`config.mk`:
```
export PLATFORM = sky130hd
export DESIGN_NAME = led_matrix_scan
export DESIGN_NICKNAME = d
export VERILOG_FILES = /design/src/rtl/led_matrix_scan.sv
export SDC_FILE = /design/constraint.sdc
export NUM_CORES = 1
export LEC_CHECK = 0
export ABC_AREA = 1
export CORE_ASPECT_RATIO = 2
export CORE_MARGIN = 10
export CORE_UTILIZATION = 50
export CTS_CLUSTER_DIAMETER = 60
export DETAILED_ROUTE_END_ITERATION = 12
export DONT_BUFFER_PORTS = 1
export GPL_TIMING_DRIVEN = 0
export SKIP_CTS_REPAIR_TIMING = 1
export SLEW_MARGIN = 30
export SYNTH_ARGS = -nofsm -noshare
export SYNTH_HDL_FRONTEND = slang
export SYNTH_SLANG_ARGS = --single-unit
```
`constraint.sdc`:
```
create_clock -name i_clk -period 4.9 [get_ports i_clk]
set_input_delay 1.47 -clock i_clk [delete_from_list [all_inputs] [get_ports i_clk]]
set_output_delay 1.47 -clock i_clk [all_outputs]
set_load 0.005 [all_outputs]
```
`src/rtl/led_matrix_scan.sv`:
```
// Row-scanning controller for a 4x4 LED matrix with a shadow-buffered frame and dead-time blanking.
// Optional global brightness PWM is enabled by defining LED_SCAN_PWM_EN.
module led_matrix_scan #(
  parameter int DWELL_CYCLES = 12000,
  parameter int BLANK_CYCLES = 48
) (
  input  logic        i_clk,
  input  logic        i_rst,
  input  logic [15:0] i_frame_in,
  input  logic        i_frame_valid,
  output logic        o_frame_ready,
  input  logic [3:0]  i_brightness,
  output logic [3:0]  o_kled_oe,
  output logic [3:0]  o_aled,
  output logic [1:0]  o_row_idx,
  output logic        o_frame_start
);

  localparam int MAXC  = (DWELL_CYCLES > BLANK_CYCLES) ? DWELL_CYCLES : BLANK_CYCLES;
  localparam int CW    = $clog2(MAXC + 1);
  localparam int SLICE = DWELL_CYCLES / 16;

  localparam logic [0:0] ST_BLANK  = 1'b0;
  localparam logic [0:0] ST_ACTIVE = 1'b1;

  logic [0:0]    r_state;
  logic [CW-1:0] r_count;
  logic [15:0]   r_display;
  logic [15:0]   r_shadow;
  logic          r_full;

  logic [0:0]    w_next_state;
  logic [CW-1:0] w_next_count;
  logic [1:0]    w_next_row;
  logic [15:0]   w_next_display;
  logic [15:0]   w_next_shadow;
  logic          w_next_full;
  logic          w_blank_done;
  logic          w_active_done;
  logic          w_accept;
  logic          w_swap;
  logic [3:0]    w_row_data;
  logic          w_gate_on;

  // Next-state values are computed here so every output can be registered
  // in step with the state it describes.
  always_comb begin
    w_blank_done  = (r_state == ST_BLANK)  && (r_count == CW'(BLANK_CYCLES - 1));
    w_active_done = (r_state == ST_ACTIVE) && (r_count == CW'(DWELL_CYCLES - 1));
    w_accept      = i_frame_valid && !r_full;
    w_swap        = w_blank_done && (o_row_idx == 2'd0) && r_full;

    w_next_state = r_state;
    w_next_count = r_count + 1'b1;
    w_next_row   = o_row_idx;
    if (w_blank_done) begin
      w_next_state = ST_ACTIVE;
      w_next_count = '0;
    end else if (w_active_done) begin
      w_next_state = ST_BLANK;
      w_next_count = '0;
      w_next_row   = o_row_idx + 2'd1;
    end

    w_next_display = w_swap ? r_shadow : r_display;
    w_next_shadow  = w_accept ? i_frame_in : r_shadow;
    if (w_swap) begin
      w_next_full = 1'b0;
    end else if (w_accept) begin
      w_next_full = 1'b1;
    end else begin
      w_next_full = r_full;
    end

    w_row_data = w_next_display[{w_next_row, 2'b00} +: 4];
  end

`ifdef LED_SCAN_PWM_EN
  logic [3:0]    r_bl;
  logic [3:0]    w_next_bl;
  logic [CW-1:0] w_pwm_limit;

  // Brightness is latched only at the frame swap so duty never changes mid-frame.
  always_comb begin
    w_next_bl   = w_swap ? i_brightness : r_bl;
    w_pwm_limit = CW'((int'(w_next_bl) + 1) * SLICE);
    w_gate_on   = (w_next_count < w_pwm_limit);
  end

  always_ff @(posedge i_clk) begin
    if (i_rst) begin
      r_bl <= 4'd15;
    end else begin
      r_bl <= w_next_bl;
    end
  end
`else
  logic w_unused_brightness;

  assign w_unused_brightness = ^i_brightness;
  assign w_gate_on           = 1'b1;
`endif

  always_ff @(posedge i_clk) begin
    if (i_rst) begin
      r_state       <= ST_BLANK;
      r_count       <= '0;
      r_display     <= '0;
      r_shadow      <= '0;
      r_full        <= 1'b0;
      o_row_idx     <= 2'd0;
      o_kled_oe     <= 4'd0;
      o_aled        <= 4'd0;
      o_frame_start <= 1'b0;
      o_frame_ready <= 1'b1;
    end else begin
      r_state       <= w_next_state;
      r_count       <= w_next_count;
      r_display     <= w_next_display;
      r_shadow      <= w_next_shadow;
      r_full        <= w_next_full;
      o_row_idx     <= w_next_row;
      o_kled_oe     <= (w_next_state == ST_ACTIVE) ? (4'b0001 << w_next_row) : 4'd0;
      o_aled        <= ((w_next_state == ST_ACTIVE) && w_gate_on) ? w_row_data : 4'd0;
      o_frame_start <= w_blank_done && (o_row_idx == 2'd0);
      o_frame_ready <= !w_next_full;
    end
  end

endmodule

```
==> results.toml <==
[status]
result_of_the_run = "finished clean"

[worst_setup_path]
critical_path.cell_chain = "inv_1 > nor2_1 > inv_1 > clkbuf_1 > o21ai_0 > a21oi_1"
worst_endpoint_required_time_ps = 5120
critPathCapture = "r_shadow[9]$_SDFFE_PP0P_"
r2r_cells = 9
arrival_ps = 2590
critPathCaptureType = "flip-flop"
cpMaxStageDelayCell = "sky130_fd_sc_hd__nor2_1"
critPathMaxStageDelay_ps = 390
reg2reg_slack_ps = 2920
r2r_start = "o_row_idx[0]$_SDFF_PP0_"
critical_path.reg2reg.endpoint = "o_aled[2]$_SDFF_PP0_"
critical-path-top-cell-by-count = "sky130_fd_sc_hd__inv_1"
timing.critical_path.fanout_max = 10
critPathLaunchType = "input port"
crit_type = "in2reg"
startpoint = "i_frame_valid"

[global_route]
overflow = 0
grt_pass1_wl_um = 10380
grt_util_met1_pct = 12.38
largest_net_degree_at_the_start_of_global_routing = 11
globalRouteMet3Util_pct = 4.972
first_global_vias = 2354
track_usage_pct = 14.97
grt_antenna_before_repair = 0
grt_util_met2_pct = 28.16
grt-busiest-layer = "met2"

[die]
die_w_um = 71.53
floorplan.die_area_um2 = 8802
die_h_um = 123.1
ioPinCount = 35
core_area_um2 = 5139
rows = 37
start_util_pct = 51.67

[sta]
setup_viol_count_final = 0
totalNegativeSetupSlack_ps = 0
layout_min_cycle_time_ps = 2372
fin_worst_skew_ps = 9.997
hold-worst-slack_ps = 446.1
max_slew_violation_count = 0
final.period_utilization_pct = 48.41
hold_viol = 0
maxClockFrequency_mhz = 421.6
slew_headroom_pct = 65.91
worst_slew_pin_slew_ps = 511.3
rsz0062_at_grt = "false"

[logic_synthesis]
ys_types = 27
synth_edf_count = 0
post_synth_main_area_contributors = "sky130_fd_sc_hd__dfxtp_1 45%, sky130_fd_sc_hd__nand2_1 11%, sky130_fd_sc_hd__nor2_1 8.3%"
synth_async_sr_flop_share_pct = 0
cells_after_synthesis = 369
netlist_top_cells_count = "76 x sky130_fd_sc_hd__nand2_1, 60 x sky130_fd_sc_hd__dfxtp_1, 59 x sky130_fd_sc_hd__nor2_1"
synth_area_leader_cell = "sky130_fd_sc_hd__dfxtp_1"
mappedNetlistArea_um2 = 2655
syn_nets = 394
post-synth-top-count-cell = "sky130_fd_sc_hd__nand2_1"
ys_ff_latch = 60
synth_sequential_area_ratio_pct = 45.24
syn_avg_cell_area_um2 = 7.195
synthDominantCellAreaShare_pct = 45.24
synth.yosys.warnings = 0
top_ff_cell_synth = "sky130_fd_sc_hd__dfxtp_1"

[detailed_routing]
postRouteWirelength_um = 6241
dr_total_vias = 2268
drt_iter0_markers = 130
wl_per_cell_um = 14.09
dr.pass1.iters = 4
via_per_inst = 5.120
route.detailed.drc = 0
route.antenna.remaining_nets = 0

[power]
total_leakage_power_nw = 1.208
power_per_cell_area_nw_per_um2 = 341.4
power.ir.vdd_worst_uv = 328.3
design_power_total_mw = 1.000

[clock_network]
tritoncts_num_sinks = 60
cts-htree-levels = 3
tritoncts = "yes"
num_cts_buffers = 9
cts_root_buf = "sky130_fd_sc_hd__clkbuf_8"
insertion_delay_ps = 350
worst_setup_hold_path_clk_slew_ps = 60
clk_path_buf_depth = 2

[finish]
synthToLayoutAreaGrowth_pct = 10.37
n_antenna_cell = 0
final_nets = 405
drive_gt1_share_pct = 11.43
postLayoutCoreUtil_pct = 57.02

[placement]
gp_congestion = 0.8416
port-buffer-count = 0
hpwlAfterDp_um = 4816

[worst_hold_path]
worst_hold_path_type = "reg2reg"

[run]
max_cap_viol_count = 0
layout by cell type (no fill, tap or decap), types with 4 or more instances in the layout:
cell                       instances
sky130_fd_sc_hd__nor2_4            4
sky130_fd_sc_hd__nand2_1          76
sky130_fd_sc_hd__nor2_1           59
sky130_fd_sc_hd__nor2_2            6
sky130_fd_sc_hd__inv_2             7
sky130_fd_sc_hd__dfxtp_1          60
sky130_fd_sc_hd__xor2_1            5
sky130_fd_sc_hd__nand2_2           4
sky130_fd_sc_hd__nand3_1          31
sky130_fd_sc_hd__a21oi_1          20
sky130_fd_sc_hd__inv_1            36
sky130_fd_sc_hd__nand4_1          19
sky130_fd_sc_hd__clkbuf_8         11
sky130_fd_sc_hd__clkbuf_1          9
sky130_fd_sc_hd__o21ai_0          17
state kept, by name, summed over array words and instances, names as in the netlist:
register and flops:
r_count 14, o_kled_oe 4, o_row_idx 2, o_aled 4, r_state 1, r_display 16, r_shadow 16, o_frame_start 1
o_frame_ready 1, r_full 1
cells by family after synthesis:
logic type               Yosys count  synth area share, %
flip-flops                        60                45.24
buffers and inverters             55                8.341
AO/OA/AOI/OAI                     37                6.975
XOR/XNOR                           5                1.649
adder cells (fa/ha/maj)            2               0.9424
AND/OR/NAND/NOR                  210                36.85
worst min path at each step:
stage                              startpoint                         to  cells past startpoint
finish                  r_count[0]$_SDFF_PP0_      r_count[0]$_SDFF_PP0_                      1
global route        r_shadow[12]$_SDFFE_PP0P_  r_shadow[12]$_SDFFE_PP0P_                      2
CTS                     r_count[0]$_SDFF_PP0_      r_count[0]$_SDFF_PP0_                      1
detailed placement      r_count[0]$_SDFF_PP0_      r_count[0]$_SDFF_PP0_                      1
global placement        r_count[0]$_SDFF_PP0_      r_count[0]$_SDFF_PP0_                      1
floorplan               r_count[0]$_SDFF_PP0_      r_count[0]$_SDFF_PP0_                      1
report_power, final:
group | internal [mW] | switching [mW] | total (mW) | leakage (nW)
combinational | 0.0104 | 0.0262 | 0.0366 | 0.617
sequential | 0.501 | 0.00569 | 0.507 | 0.488
clock | 0.261 | 0.196 | 0.457 | 0.102
total | 0.772 | 0.228 | 1.00 | 1.21
routing by layer:
layer  share of wire [%]  wire (um)
met4                 4.5        278
met5                   0          0
met3                 4.5        282
met1                  37       2295
met2                  54       3384
through the flow:
step | worst slack (ps) | cell area, um2 | std cells
5_1_grt | 2347 | 2930 | 443
4_1_cts | 2476 | 2930 | 443
3_5_place_dp | 2115 | 2728 | 427
2_1_floorplan | 2511 | 2655 | 369
6_report | 2528 | 2930 | 443
3_3_place_gp | 2152 | 2728 | 427
critical path: cells and delay by family:
kind,cells,cell delay [ps]
compound gates,2,260
buf+inv,3,470
simple gates,1,390
cell type report:
| cell class | instances | area (um2) |
|---|---|---|
| clock inverters | 4 | 47.55 |
| inverters | 43 | 161.4 |
| clock buffers | 12 | 155.1 |
| plain buffers | 12 | 60.06 |
| fillers | 534 | 2208 |
| flip-flops and latches | 60 | 1201 |
| multi-input cells | 254 | 1232 |
| well taps | 58 | 72.57 |
No activity file was read; power rests on OpenSTA's default activity.
